File: src/rtl/z2_cycle_ctrl.sv
// Zorro II slave bus-cycle controller: strobe synchronisation, target claim,
// IDLE/START/DATA/END sequencing with abort, multi-hit flagging and BERR watchdog.
module z2_cycle_ctrl #(
    parameter int unsigned NUM_TARGETS    = 5,
    parameter int unsigned SYNC_STAGES    = 3,
    parameter int unsigned TIMEOUT_CYCLES = 255,
    parameter bit          TIMEOUT_EN     = 1'b1
) (
    input  logic                   MEMCLK,
    input  logic                   RESET_n,
    input  logic                   AS_n,
    input  logic                   UDS_n,
    input  logic                   LDS_n,
    input  logic                   RW,
    input  logic [NUM_TARGETS-1:0] target_sel,
    input  logic [NUM_TARGETS-1:0] target_ready,
    input  logic [NUM_TARGETS-1:0] target_imm,
    output logic                   as_n_s,
    output logic                   uds_n_s,
    output logic                   lds_n_s,
    output logic                   rw_s,
    output logic [1:0]             z2_state,
    output logic [NUM_TARGETS-1:0] active_target,
    output logic                   dtack,
    output logic                   berr,
    output logic                   multi_hit
);

    localparam int unsigned STRB_STAGES = SYNC_STAGES - 1;
    localparam int unsigned TIMER_W     = $clog2(TIMEOUT_CYCLES + 1);

    typedef enum logic [2:0] {
        ST_IDLE,
        ST_START,
        ST_DATA,
        ST_END,
        ST_ERR
    } state_t;

    state_t                   state, state_nxt;
    logic [NUM_TARGETS-1:0]   tgt_nxt;
    logic                     dtack_nxt;
    logic                     berr_nxt;
    logic                     mh_nxt;
    logic [TIMER_W-1:0]       timer, timer_nxt, timer_inc;
    logic                     timeout;
    logic                     ack;
    logic                     as_fin;

    logic [SYNC_STAGES-1:0]   as_sync;
    logic [STRB_STAGES-1:0]   uds_sync;
    logic [STRB_STAGES-1:0]   lds_sync;
    logic [STRB_STAGES-1:0]   rw_sync;

    // Lowest-index hit wins the claim.
    function automatic logic [NUM_TARGETS-1:0] lowest_hit(input logic [NUM_TARGETS-1:0] v);
        logic [NUM_TARGETS-1:0] r;
        logic                   found;
        r     = '0;
        found = 1'b0;
        for (int unsigned i = 0; i < NUM_TARGETS; i++) begin
            if (v[i] && !found) begin
                r[i]  = 1'b1;
                found = 1'b1;
            end
        end
        return r;
    endfunction

    function automatic logic more_than_one(input logic [NUM_TARGETS-1:0] v);
        logic seen;
        logic multi;
        seen  = 1'b0;
        multi = 1'b0;
        for (int unsigned i = 0; i < NUM_TARGETS; i++) begin
            if (v[i]) begin
                if (seen) begin
                    multi = 1'b1;
                end
                seen = 1'b1;
            end
        end
        return multi;
    endfunction

    // ERR is reported to the bus side as END.
    function automatic logic [1:0] state_code(input state_t s);
        case (s)
            ST_IDLE:  return 2'b00;
            ST_START: return 2'b01;
            ST_DATA:  return 2'b10;
            default:  return 2'b11;
        endcase
    endfunction

    // Strobe synchronisers; all idle high out of reset.
    always_ff @(posedge MEMCLK or negedge RESET_n) begin
        if (!RESET_n) begin
            as_sync  <= '1;
            uds_sync <= '1;
            lds_sync <= '1;
            rw_sync  <= '1;
        end else begin
            as_sync[0]  <= AS_n;
            uds_sync[0] <= UDS_n;
            lds_sync[0] <= LDS_n;
            rw_sync[0]  <= RW;
            for (int unsigned i = 1; i < SYNC_STAGES; i++) begin
                as_sync[i] <= as_sync[i-1];
            end
            for (int unsigned i = 1; i < STRB_STAGES; i++) begin
                uds_sync[i] <= uds_sync[i-1];
                lds_sync[i] <= lds_sync[i-1];
                rw_sync[i]  <= rw_sync[i-1];
            end
        end
    end

    // Targets see AS one stage earlier than the claim logic, so the abort/release
    // path reacts a cycle ahead of a fresh claim.
    assign as_n_s  = as_sync[SYNC_STAGES-2];
    assign as_fin  = as_sync[SYNC_STAGES-1];
    assign uds_n_s = uds_sync[STRB_STAGES-1];
    assign lds_n_s = lds_sync[STRB_STAGES-1];
    assign rw_s    = rw_sync[STRB_STAGES-1];

    assign ack       = |((target_ready | target_imm) & active_target);
    assign timer_inc = (timer == TIMER_W'(TIMEOUT_CYCLES)) ? timer : timer + TIMER_W'(1);
    assign timeout   = TIMEOUT_EN && (timer == TIMER_W'(TIMEOUT_CYCLES - 1));

    // State register and registered outputs.
    always_ff @(posedge MEMCLK or negedge RESET_n) begin
        if (!RESET_n) begin
            state         <= ST_IDLE;
            z2_state      <= 2'b00;
            active_target <= '0;
            dtack         <= 1'b0;
            berr          <= 1'b0;
            multi_hit     <= 1'b0;
            timer         <= '0;
        end else begin
            state         <= state_nxt;
            z2_state      <= state_code(state_nxt);
            active_target <= tgt_nxt;
            dtack         <= dtack_nxt;
            berr          <= berr_nxt;
            multi_hit     <= mh_nxt;
            timer         <= timer_nxt;
        end
    end

    // Next-state and output decode.
    always_comb begin
        state_nxt = state;
        tgt_nxt   = active_target;
        dtack_nxt = dtack;
        berr_nxt  = berr;
        mh_nxt    = 1'b0;
        timer_nxt = '0;

        case (state)
            ST_IDLE: begin
                dtack_nxt = 1'b0;
                berr_nxt  = 1'b0;
                tgt_nxt   = '0;
                if (!as_fin && (|target_sel)) begin
                    tgt_nxt   = lowest_hit(target_sel);
                    mh_nxt    = more_than_one(target_sel);
                    state_nxt = ST_START;
                end
            end
            ST_START: begin
                if (as_n_s) begin
                    tgt_nxt   = '0;
                    state_nxt = ST_IDLE;
                end else if (timeout) begin
                    berr_nxt  = 1'b1;
                    state_nxt = ST_ERR;
                end else begin
                    timer_nxt = TIMEOUT_EN ? timer_inc : '0;
                    if (!uds_n_s || !lds_n_s) begin
                        state_nxt = ST_DATA;
                    end
                end
            end
            ST_DATA: begin
                if (as_n_s) begin
                    tgt_nxt   = '0;
                    state_nxt = ST_IDLE;
                end else if (ack) begin
                    dtack_nxt = 1'b1;
                    state_nxt = ST_END;
                end else if (timeout) begin
                    berr_nxt  = 1'b1;
                    state_nxt = ST_ERR;
                end else begin
                    timer_nxt = TIMEOUT_EN ? timer_inc : '0;
                end
            end
            ST_END: begin
                if (as_n_s) begin
                    dtack_nxt = 1'b0;
                    tgt_nxt   = '0;
                    state_nxt = ST_IDLE;
                end
            end
            ST_ERR: begin
                dtack_nxt = 1'b0;
                if (as_n_s) begin
                    berr_nxt  = 1'b0;
                    tgt_nxt   = '0;
                    state_nxt = ST_IDLE;
                end
            end
            default: begin
                dtack_nxt = 1'b0;
                berr_nxt  = 1'b0;
                tgt_nxt   = '0;
                state_nxt = ST_IDLE;
            end
        endcase
    end

endmodule

File: config.mk
export PLATFORM = sky130hd
export DESIGN_NAME = z2_cycle_ctrl
export DESIGN_NICKNAME = d
export VERILOG_FILES = /design/src/rtl/z2_cycle_ctrl.sv
export SDC_FILE = /design/constraint.sdc
export NUM_CORES = 1
export LEC_CHECK = 0
export CORE_MARGIN = 3
export CORE_UTILIZATION = 50
export CTS_BUF_LIST = sky130_fd_sc_hd__clkbuf_8
export CTS_CLUSTER_DIAMETER = 120
export DETAILED_ROUTE_END_ITERATION = 7
export HOLD_SLACK_MARGIN = 0.15
export MAX_ROUTING_LAYER = met4
export PLACE_DENSITY_LB_ADDON = 0.12
export REMOVE_ABC_BUFFERS = 1
export SLEW_MARGIN = 20
export SYNTH_ARGS = -nofsm -noshare
export SYNTH_HDL_FRONTEND = slang
export SYNTH_SLANG_ARGS = --single-unit
File: constraint.sdc
create_clock -name MEMCLK -period 2.4 [get_ports MEMCLK]
set_clock_uncertainty 0.2 [all_clocks]
set_input_delay 0.48 -clock MEMCLK [delete_from_list [all_inputs] [get_ports MEMCLK]]
set_output_delay 0.48 -clock MEMCLK [all_outputs]
set_load 0.005 [all_outputs]
; ---- Word level (Yosys, flattened, before mapping)
; Cells that the tools add are included.
[word_totals]
regBits = 30
wordCells = 115
[classes]
bitwise = 4
eq_ne = 15
add_sub_neg = 1
mux = 63
reduce_logical = 21
[op_table]
columns = op, n
row1 = 1-bit two-way mux, 42
row2 = 8-bit two-way mux, 5
row3 = 3-bit two-way mux, 8
row4 = "8-bit == test, second input constant", 2
row5 = 8-bit one-hot mux with 2 select lines, 1
row6 = "2-bit != test, second input constant", 6
row7 = 3-bit one-hot mux with 4 select lines, 1
row8 = 5-bit two-way mux, 2
row9 = 5-bit one-hot mux with 2 select lines, 1
row10 = 5-bit OR reduction, 2
row11 = "3-bit by 2-bit == test with 1-bit output, second input constant", 3
row12 = "8-bit by 1-bit adder with 8-bit output, second input constant", 1
row13 = 1-bit logical NOT, 7
row14 = "3-bit by 1-bit == test with 1-bit output, second input constant", 2
row15 = 3-bit logical NOT, 2
row16 = 2-bit one-hot mux with 3 select lines, 1
row17 = 5-bit AND, 1
row18 = 1-bit logical AND, 5
row19 = 5-bit bitwise OR, 1
row20 = 5-bit AND reduction, 1
row21 = 1-bit one-hot mux with 4 select lines, 1
row22 = 4-bit AND reduction, 1
row23 = 4-bit OR reduction, 1
row24 = "3-bit == test, second input constant", 1
row25 = 5 further kinds, 6

; ---- Logic depth before layout (Yosys ltp)
[depth]
ltp_word = 24
mapped_depth = 7
mapped_depth_nobuf = 7

; ---- Worst setup path before layout
; Ideal clock, no wire load.
[synth_path]
kind = input to register
start = input target_imm[0]
end = register z2_state[1]
t_required_ps = 2068
t_arrival_ps = 1551
n_path_buf = 0
cell_stages = 5
setup_slack_ps = 518
cell_sequence = o21ai_1 nand4_1 o31ai_2 a21oi_1 or3b_1
[synth_between]
elab_chain_cells = 8
elab_cells_between_ends = 10
cone_classes = 2 x eq/ne / 4 x mux / 2 x bitwise / 2 x reduce/logical
[synth_rtl]
columns = element, line_no
row1 = start: declaration, 17  ; input logic [NUM_TARGETS-1:0] target_imm,
row2 = 5-bit bitwise OR (*), 127  ; assign ack = |((target_ready | target_imm) & active_target);
row3 = 5-bit AND (*), 127
row4 = 5-bit OR reduction (*), 127
row5 = 3-bit two-way mux (*), 190  ; end else if (ack) begin
row6 = 3-bit two-way mux (*), 187  ; if (as_n_s) begin
row7 = 3-bit one-hot mux with 4 select lines (*), 161  ; case (state)
row8 = via state_nxt[1], 40  ; state_t state, state_nxt;
row9 = 3-bit by 2-bit == test with 1-bit output (tied with other cells), 88  ; case (s)
row10 = 2-bit one-hot mux with 3 select lines (*), 88
row11 = end signal: assignment, 143  ; z2_state <= state_code(state_nxt);
row12 = end: declaration, 22  ; output logic [1:0] z2_state,
; The timed path passes the listed nets; every way through them passes the cells marked *.
; A chain may end at the register's enable or synchronous reset.

; ---- Worst setup path after layout
[layout_path]
start = register as_sync[1]
end = output as_n_s
[layout_lines]
columns = element, line_no
row1 = start: declaration, 50  ; logic [SYNC_STAGES-1:0] as_sync;
row2 = start signal: indexed assignment, 109  ; as_sync[i] <= as_sync[i-1];
row3 = end: declaration, 18  ; output logic as_n_s,
; No word-level cell between the ends.

==> run_results.csv <==
group,metric,value,unit
sta,fin_crit_sh,90.4,%
floorplanning,pin_count,35,
clock_network,htree_levels,2,
floorplanning,fp-row-count,18,
cells_and_area,nets,196,
power,p_switching,322,uW
floorplanning,die_h,58.8,um
placement,dp.cells,196,
cells_and_area,layout.cells.most_common,"clkdlybuf4s50_1",
synth,yosysWarnings,0,
floorplanning,die_w,58.8,um
sta,period_minus_slack,2.17,ns
setup_path,cp-start-kind,"register",
hold_path,holdCritPathClass,"reg -> reg",
synth,synth_flop_cell,"dfrtp_1",
clock_network,cts_resized,0,
synth,ys_ff_latch,30,
clock_network,clock_path_buffers,2,
synth,synth_cell_types,43,
route,ant_nets,0,
clock_network,numCtsBuffers,5,
sta,finalHoldViolCount,0,
power,switching_share,24.4,%
flow_run,max-cap-violations,0,
power,power.total,1320,uW
floorplanning,initial_core_util,54.3,%
power,power_frac_comb,16.1,%
setup_path,rr_worst_depth,7,
route,drtIter0Drc,29,
setup_path,cp-end-kind,"output pin",
route,drc,0,
cells_and_area,stdcell_area,1890,um^2
power,vdd.ir_drop.worst,618,uV
clock_network,cts_hold_buf,0,
global_route,grt_pass1_vias,1146,
sta,rsz0062_at_grt,"false",
hold_path,whs_path_depth,0,
clock_network,tritoncts,"built",
power,leakage,0.000792,uW
sta,hold_ws,0.157,ns
sta,worst_pin_slew,0.649,ns
synth,synth_edf_count,0,
route,dr.pass1.iters,4,
route,vias,1142,
setup_path,r2r_end,"z2_state[0]",
clock_network,cts.sinks,30,
sta,drv_slew,0,
status,status,"complete, no violations",
clock_network,root_buffer,"clkbuf_8",
global_route,grt_pass1_wl,5.11,mm
hold_path,min_from,"uds_sync[0]",
synth,synth-async-reset-ratio,100,%
synth,ys_seq_area_share,54.7,%
placement,gp_congestion,0.734,
synth,avgSynthCellArea,10.4,um^2
setup_path,cp_data_required_time,1.72,ns
power,power_density,697,nW/um^2
power,p_seq_share,44.5,%
placement,dp_hpwl,2.18,mm
hold_path,whs_endpoint,"uds_sync[1]",
cells_and_area,antenna_cells,0,
setup_path,ff2ff_setup_slack,0.50,ns
clock_network,post_cts_buffers,0,
setup_path,critical_path.top_delay_family,"flip-flops",
setup_path,critical_path_peak_fanout,12,
setup_path,path_cells,"clkdlybuf4s50_1",
route,wl,3.00,mm
cells_and_area,finalNonFillerCells,204,
setup_path,slowest_stage,"dfstp_2",
floorplanning,core_area,2570,um^2
cells_and_area,drive_above_1_share,14.4,%
sta,max_freq,461,MHz
synth,postSynthCellCount,134,
floorplanning,dieArea,3460,um^2
sta,setup_viol,0,
setup_path,timing.rr.start,"timer[0]",
global_route,grt-ovfl-total,0,
cells_and_area,areaGrowthSynthToFinish,35.7,%
clock_network,clkLatencyLatePin,0.29,ns
global_route,grt_max_degree,31,
setup_path,max_stage_delay,0.66,ns
setup_path,critPathBufInv,1,
global_route,grtUsageTotal,20.8,%
placement,dpl_cell_area,1780,um^2
clock_network,clk_pin_slew,0.06,ns
route,avgViaCountPerCell,5.60,
placement,portBuffers,34,
route,wl_per_cell,14.7,um
sta,fin_setup_tns,0,ns
cells_and_area,nFillCells,187,
global_route,antenna_found_initial,0,
power,internal_power,997,uW
cells_and_area,layout_common_cells,"clkdlybuf4s50_1 (34), dfrtp_1 (21), nor2_1 (13)",
sta,max_slew_margin,56.5,%
power,p_clk_share,39.4,%
synth,synth.cell_area,1390,um^2
setup_path,crit_arrival,1.49,ns
setup_path,critPathKind,"reg -> out",
==> cells by family after synthesis <==
| family | share of synthesized area (%) |
|---|---|
| AO/OA/AOI/OAI | 18.4 |
| XOR/XNOR | 2.51 |
| adder cells (fa/ha/maj) | 1.80 |
| buffers and inverters | 2.69 |
| flip-flops | 54.7 |
| AND/OR/NAND/NOR | 19.9 |
==> worst max path at each step <==
stage,end,slack (ns),from,cells past startpoint
global route,timer[7],0.12,target_ready[0],6
global placement,timer[7],0.05,target_imm[4],6
finish,as_n_s,0.23,as_sync[1],1
detailed placement,timer[1],-0.02,target_imm[0],6
CTS,as_n_s,0.23,as_sync[1],1
floorplan,z2_state[1],0.52,target_imm[0],5
==> metal layers <==
| metal | routed length, um | part of all wire [%] | track usage, % | up-vias |
|---|---|---|---|---|
| met5 | 0 | 0 | - | - |
| met4 | 66 | 2.2 | 10.7 | 0 |
| met3 | 148 | 4.9 | 4.61 | 8 |
| met2 | 1490 | 50 | 33.4 | 37 |
| met1 | 1290 | 43 | 24.5 | 537 |
| li1 | - | - | - | 560 |
==> worst reg2reg max path, cell delays in order, from the launching register on <==
cell and delay [ns]:
dfrtp_1 0.43, inv_1 0.08, ha_1 0.14, nand3_1 0.11, or2_4 0.27, or3_4 0.38
o211a_1 0.14, o21ai_2 0.10
==> area by class of cell <==
cell class | instances | area (um^2) | share of cell area [%]
Clock buffer | 6 | 82.6 | 4.37
Clock inverter | 2 | 33.8 | 1.79
Inverter | 5 | 18.8 | 0.992
Multi-Input combinational cell | 94 | 594 | 31.4
Sequential cell | 30 | 762 | 40.3
Tap cell | 30 | 37.5 | 1.98
Timing Repair Buffer | 37 | 363 | 19.2
==> through the flow <==
stage / setup WS, ns / util [%]
finish: 0.231 / 73.7
CTS: 0.228 / 73.7
global placement: 0.0455 / 69.2
floorplan: 0.518 / -
detailed placement: -0.0167 / 69.2
global route: 0.122 / 73.7
==> synth_stat cells (3+ instances only) <==
cell	n	share of area, %
inv_1	5	1.3
nand2_1	9	2.4
a21oi_1	8	2.9
o21ai_1	4	1.4
nor3_1	5	1.8
o21a_1	3	1.6
dfrtp_1	21	38
nand3_1	4	1.4
o21ai_0	4	1.4
clkbuf_1	5	1.3
a211oi_1	3	1.6
nor2_1	13	3.5
dfstp_2	9	17
==> power groups by stage <==
stage          logic (uW)  registers [uW]  clock network, uW
3_3_place_gp          204             592                  0
3_5_place_dp          210             594                  0
2_1_floorplan        93.7             588                  0
6_report              212             586                520
5_1_grt               236             592                550
4_1_cts               215             586                528
==> sequential cells by signal (all words and copies together) (netlist names) <==
register,count
timer,8
active_target,5
as_sync,3
state,3
lds_sync,2
rw_sync,2
uds_sync,2
z2_state,2
berr,1
dtack,1
multi_hit,1
No activity file was read; power rests on OpenSTA's default activity.
==> edit: new RTL, config.mk and constraints unchanged <==
Encoding of `state_t`: now one-hot (5 bits for 5 states).
--- a/src/rtl/z2_cycle_ctrl.sv
+++ b/src/rtl/z2_cycle_ctrl.sv
@@ -29,12 +29,12 @@
     localparam int unsigned STRB_STAGES = SYNC_STAGES - 1;
     localparam int unsigned TIMER_W     = $clog2(TIMEOUT_CYCLES + 1);
 
-    typedef enum logic [2:0] {
-        ST_IDLE,
-        ST_START,
-        ST_DATA,
-        ST_END,
-        ST_ERR
+    typedef enum logic [4:0] {
+        ST_IDLE  = 5'b00001,
+        ST_START = 5'b00010,
+        ST_DATA  = 5'b00100,
+        ST_END   = 5'b01000,
+        ST_ERR   = 5'b10000
     } state_t;
 
     state_t                   state, state_nxt;
Check against the original RTL: no difference found for any inputs over 10 cycles, from zero or initial values and one cycle with RESET_n low; not proved beyond that.
==> edit against the original RTL <==
- combinational power shrank 2%
- via count grew 22%
- sequential power grew 4.3%
- clock power shrank 18%
- setup slack gained 14 ps
- total power shrank 5.7%
- area after synthesis grew 20%
- sequential share of layout area shrank 2.2 points
- critical path depth is the same
- die area grew 18%
- count of clock-buffer cells in the layout is the same
- sequential cell count grew 2
- final area grew 13%
- routed wire length grew 17%
- critical endpoint unchanged
- highest routed layer unchanged
==> edit: results (changes against the original RTL) <==
The total wire length after detailed routing came to 3521 µm (was 3000 µm). The fraction of layout instances using a drive strength above 1 was 0.1762 (was 0.1437). Commonest cells in the synthesized netlist: 22 x dfrtp_1, 10 x dfstp_2, 10 x nor2_1 (was 21 x dfrtp_1, 13 x nor2_1, 9 x dfstp_2, 9 x nand2_1, 8 x a21oi_1). The post-CTS resize count came to 0 (unchanged). Run status: finished, final reports clean (unchanged).

The worst reg-to-reg path cell count came out at 4 (was 7). The remaining max-slew budget at the tightest pin came to 0.6639 (was 0.5655). Registers with the most flip-flops: timer x8, active_target x5, state x5 (was timer x8, active_target x5). The per-cell via count in the routed design is 5.882 (was 5.598). The share of synthesized flip-flops with an asynchronous set or reset is 1.000 (unchanged). The CTS buffer count came out at 5 (unchanged). The synthesized area per cell came to 10.69 µm² (was 10.40 µm²).

The family with the most delay on the worst path is flip-flops (unchanged). The parity-gate share of the synthesized area counting xor and xnor cells came to 0.03130 (was 0.02513). Leading cell types by total area after synthesis: dfrtp_1 33%, dfstp_2 16%, a2111oi_2 2.7% (was dfrtp_1 38%, dfstp_2 17%, nor2_1 3.5%). The clock-pin slew on the worst setup and hold paths came out at 60 ps (about the same). The first-pass detailed-route iteration total is 4 (unchanged). The highest-delay cell along the critical path is dfstp_2 (unchanged).

The compound-gate portion of the synthesized area is 0.1885 (was 0.1840). The H-tree depth reported by CTS is 2 (unchanged). The number of distinct library cell variants in the gate-level netlist after synthesis came out at 54 (was 43).

The half-perimeter wire length of the detailed placement result is 2541 µm (was 2176 µm). The dominant combinational cell family by area after synthesis is simple AND/OR/NAND/NOR gates (unchanged). The cell area reported after detailed placement was 2041 µm² (was 1775 µm²). The number of nets in the final layout is 215 (was 196).

The iteration-0 DRC count of the detailed router is 140 (was 29). The antenna diode count came out at 0 (unchanged). The sequential fraction of the synthesis area is 0.4844 (was 0.5467). The final-layout fill cell count came to 245 (was 187).

The pin count of the biggest net entering global routing came out at 33 (was 31). The static leakage is 0.0008364 µW (was 0.0007923 µW). The arithmetic-cell share of the synthesized area counting full adders, half adders and majority gates is 0.02086 (was 0.01795).

The worst supply voltage drop on vdd came out at 0.0004017 V (was 0.0006178 V). The via count of the first global-routing pass came out at 1380 (was 1146). The clock latency of the later-clocked register in the worst-skew pair came out at 280 ps.

The highest fanout seen on the critical path is 12 (unchanged). The wire length of the first global-routing pass is 6444 µm (was 5112 µm). The post-synthesis mux area share is 0.005961 (was 0). The placer's final routability congestion estimate is 0.8470 (was 0.7341).

The depth of the worst hold-timing path is 0 (unchanged). The delay of the slowest cell on the worst path is 660 ps (about the same). The global-route usage over all layers is 0.2081 (was 0.2085).
==> edit: changes by cell type after synthesis, sizes merged, moves of 2 or more <==
cell     delta
nor2        -2
or3b        -2
nor4        +2
buf         +5
and4        +4
xnor2       +2
a2111oi     +3
a21boi      +3
a21oi       -3
o31ai       -2
nor3        +3
nand3       +4
==> edit: cell type report <==
| type | count | area [µm²] | area share |
|---|---|---|---|
| clock buffer | 6 | 82.58 | 0.03869 |
| inverter | 4 | 15.01 | 0.007034 |
| multi-input combinational | 112 | 794.5 | 0.3722 |
| sequential | 32 | 813.3 | 0.3810 |
| tap | 44 | 55.05 | 0.02579 |
| timing repair buffer | 37 | 362.8 | 0.1700 |
| clock inverter | 2 | 11.26 | 0.005275 |
==> edit: per-stage QoR <==
stage                       util  cells  setup slack [ps]  power [µW]
after floorplan                -    148             599.4       718.7
after global placement    0.6524    229             167.1       825.2
after detailed placement  0.6524    229             110.6       831.1
after CTS                 0.6824    237             225.3        1258
after global routing      0.6824    237             178.8        1315
final                     0.6824    237             244.8        1243
==> edit: power by group <==
part	internal [µW]	total (µW)	switching [µW]
clock network	228	424	196
logic	110	208	98.1
registers	578	611	33.1
==> edit: logic make-up (layout without fill, tap and decap cells) <==
| family | count (synthesis) | in the layout |
|---|---|---|
| AOI/OAI and AO/OA | 41 | 41 |
| adders and majority gates | 3 | 3 |
| buffers and inverters | 13 | 49 |
| and+or+nand+nor | 61 | 61 |
| xor gates and xnor gates | 6 | 6 |
| muxes | 1 | 1 |
| DFF | 32 | 32 |
==> edit: metal layers <==
layer / up-vias / wire length (µm) / track usage
met5: - / 0 / -
met4: 0 / 51 / 0.09704
met3: 5 / 259 / 0.03691
met2: 57 / 1713 / 0.3161
met1: 675 / 1496 / 0.2705
li1: 657 / - / -
==> edit: path summary, 6_finish.rpt <==
path,startpoint,end,slack [ps]
max reg2reg,state[3],z2_state[0],400
max in group asynchronous,RESET_n,rw_sync[0],1280
max,as_sync[1],as_n_s,240
min in group asynchronous,RESET_n,timer[3],380
min reg2reg,rw_sync[0],rw_sync[1],160
min,rw_sync[0],rw_sync[1],160
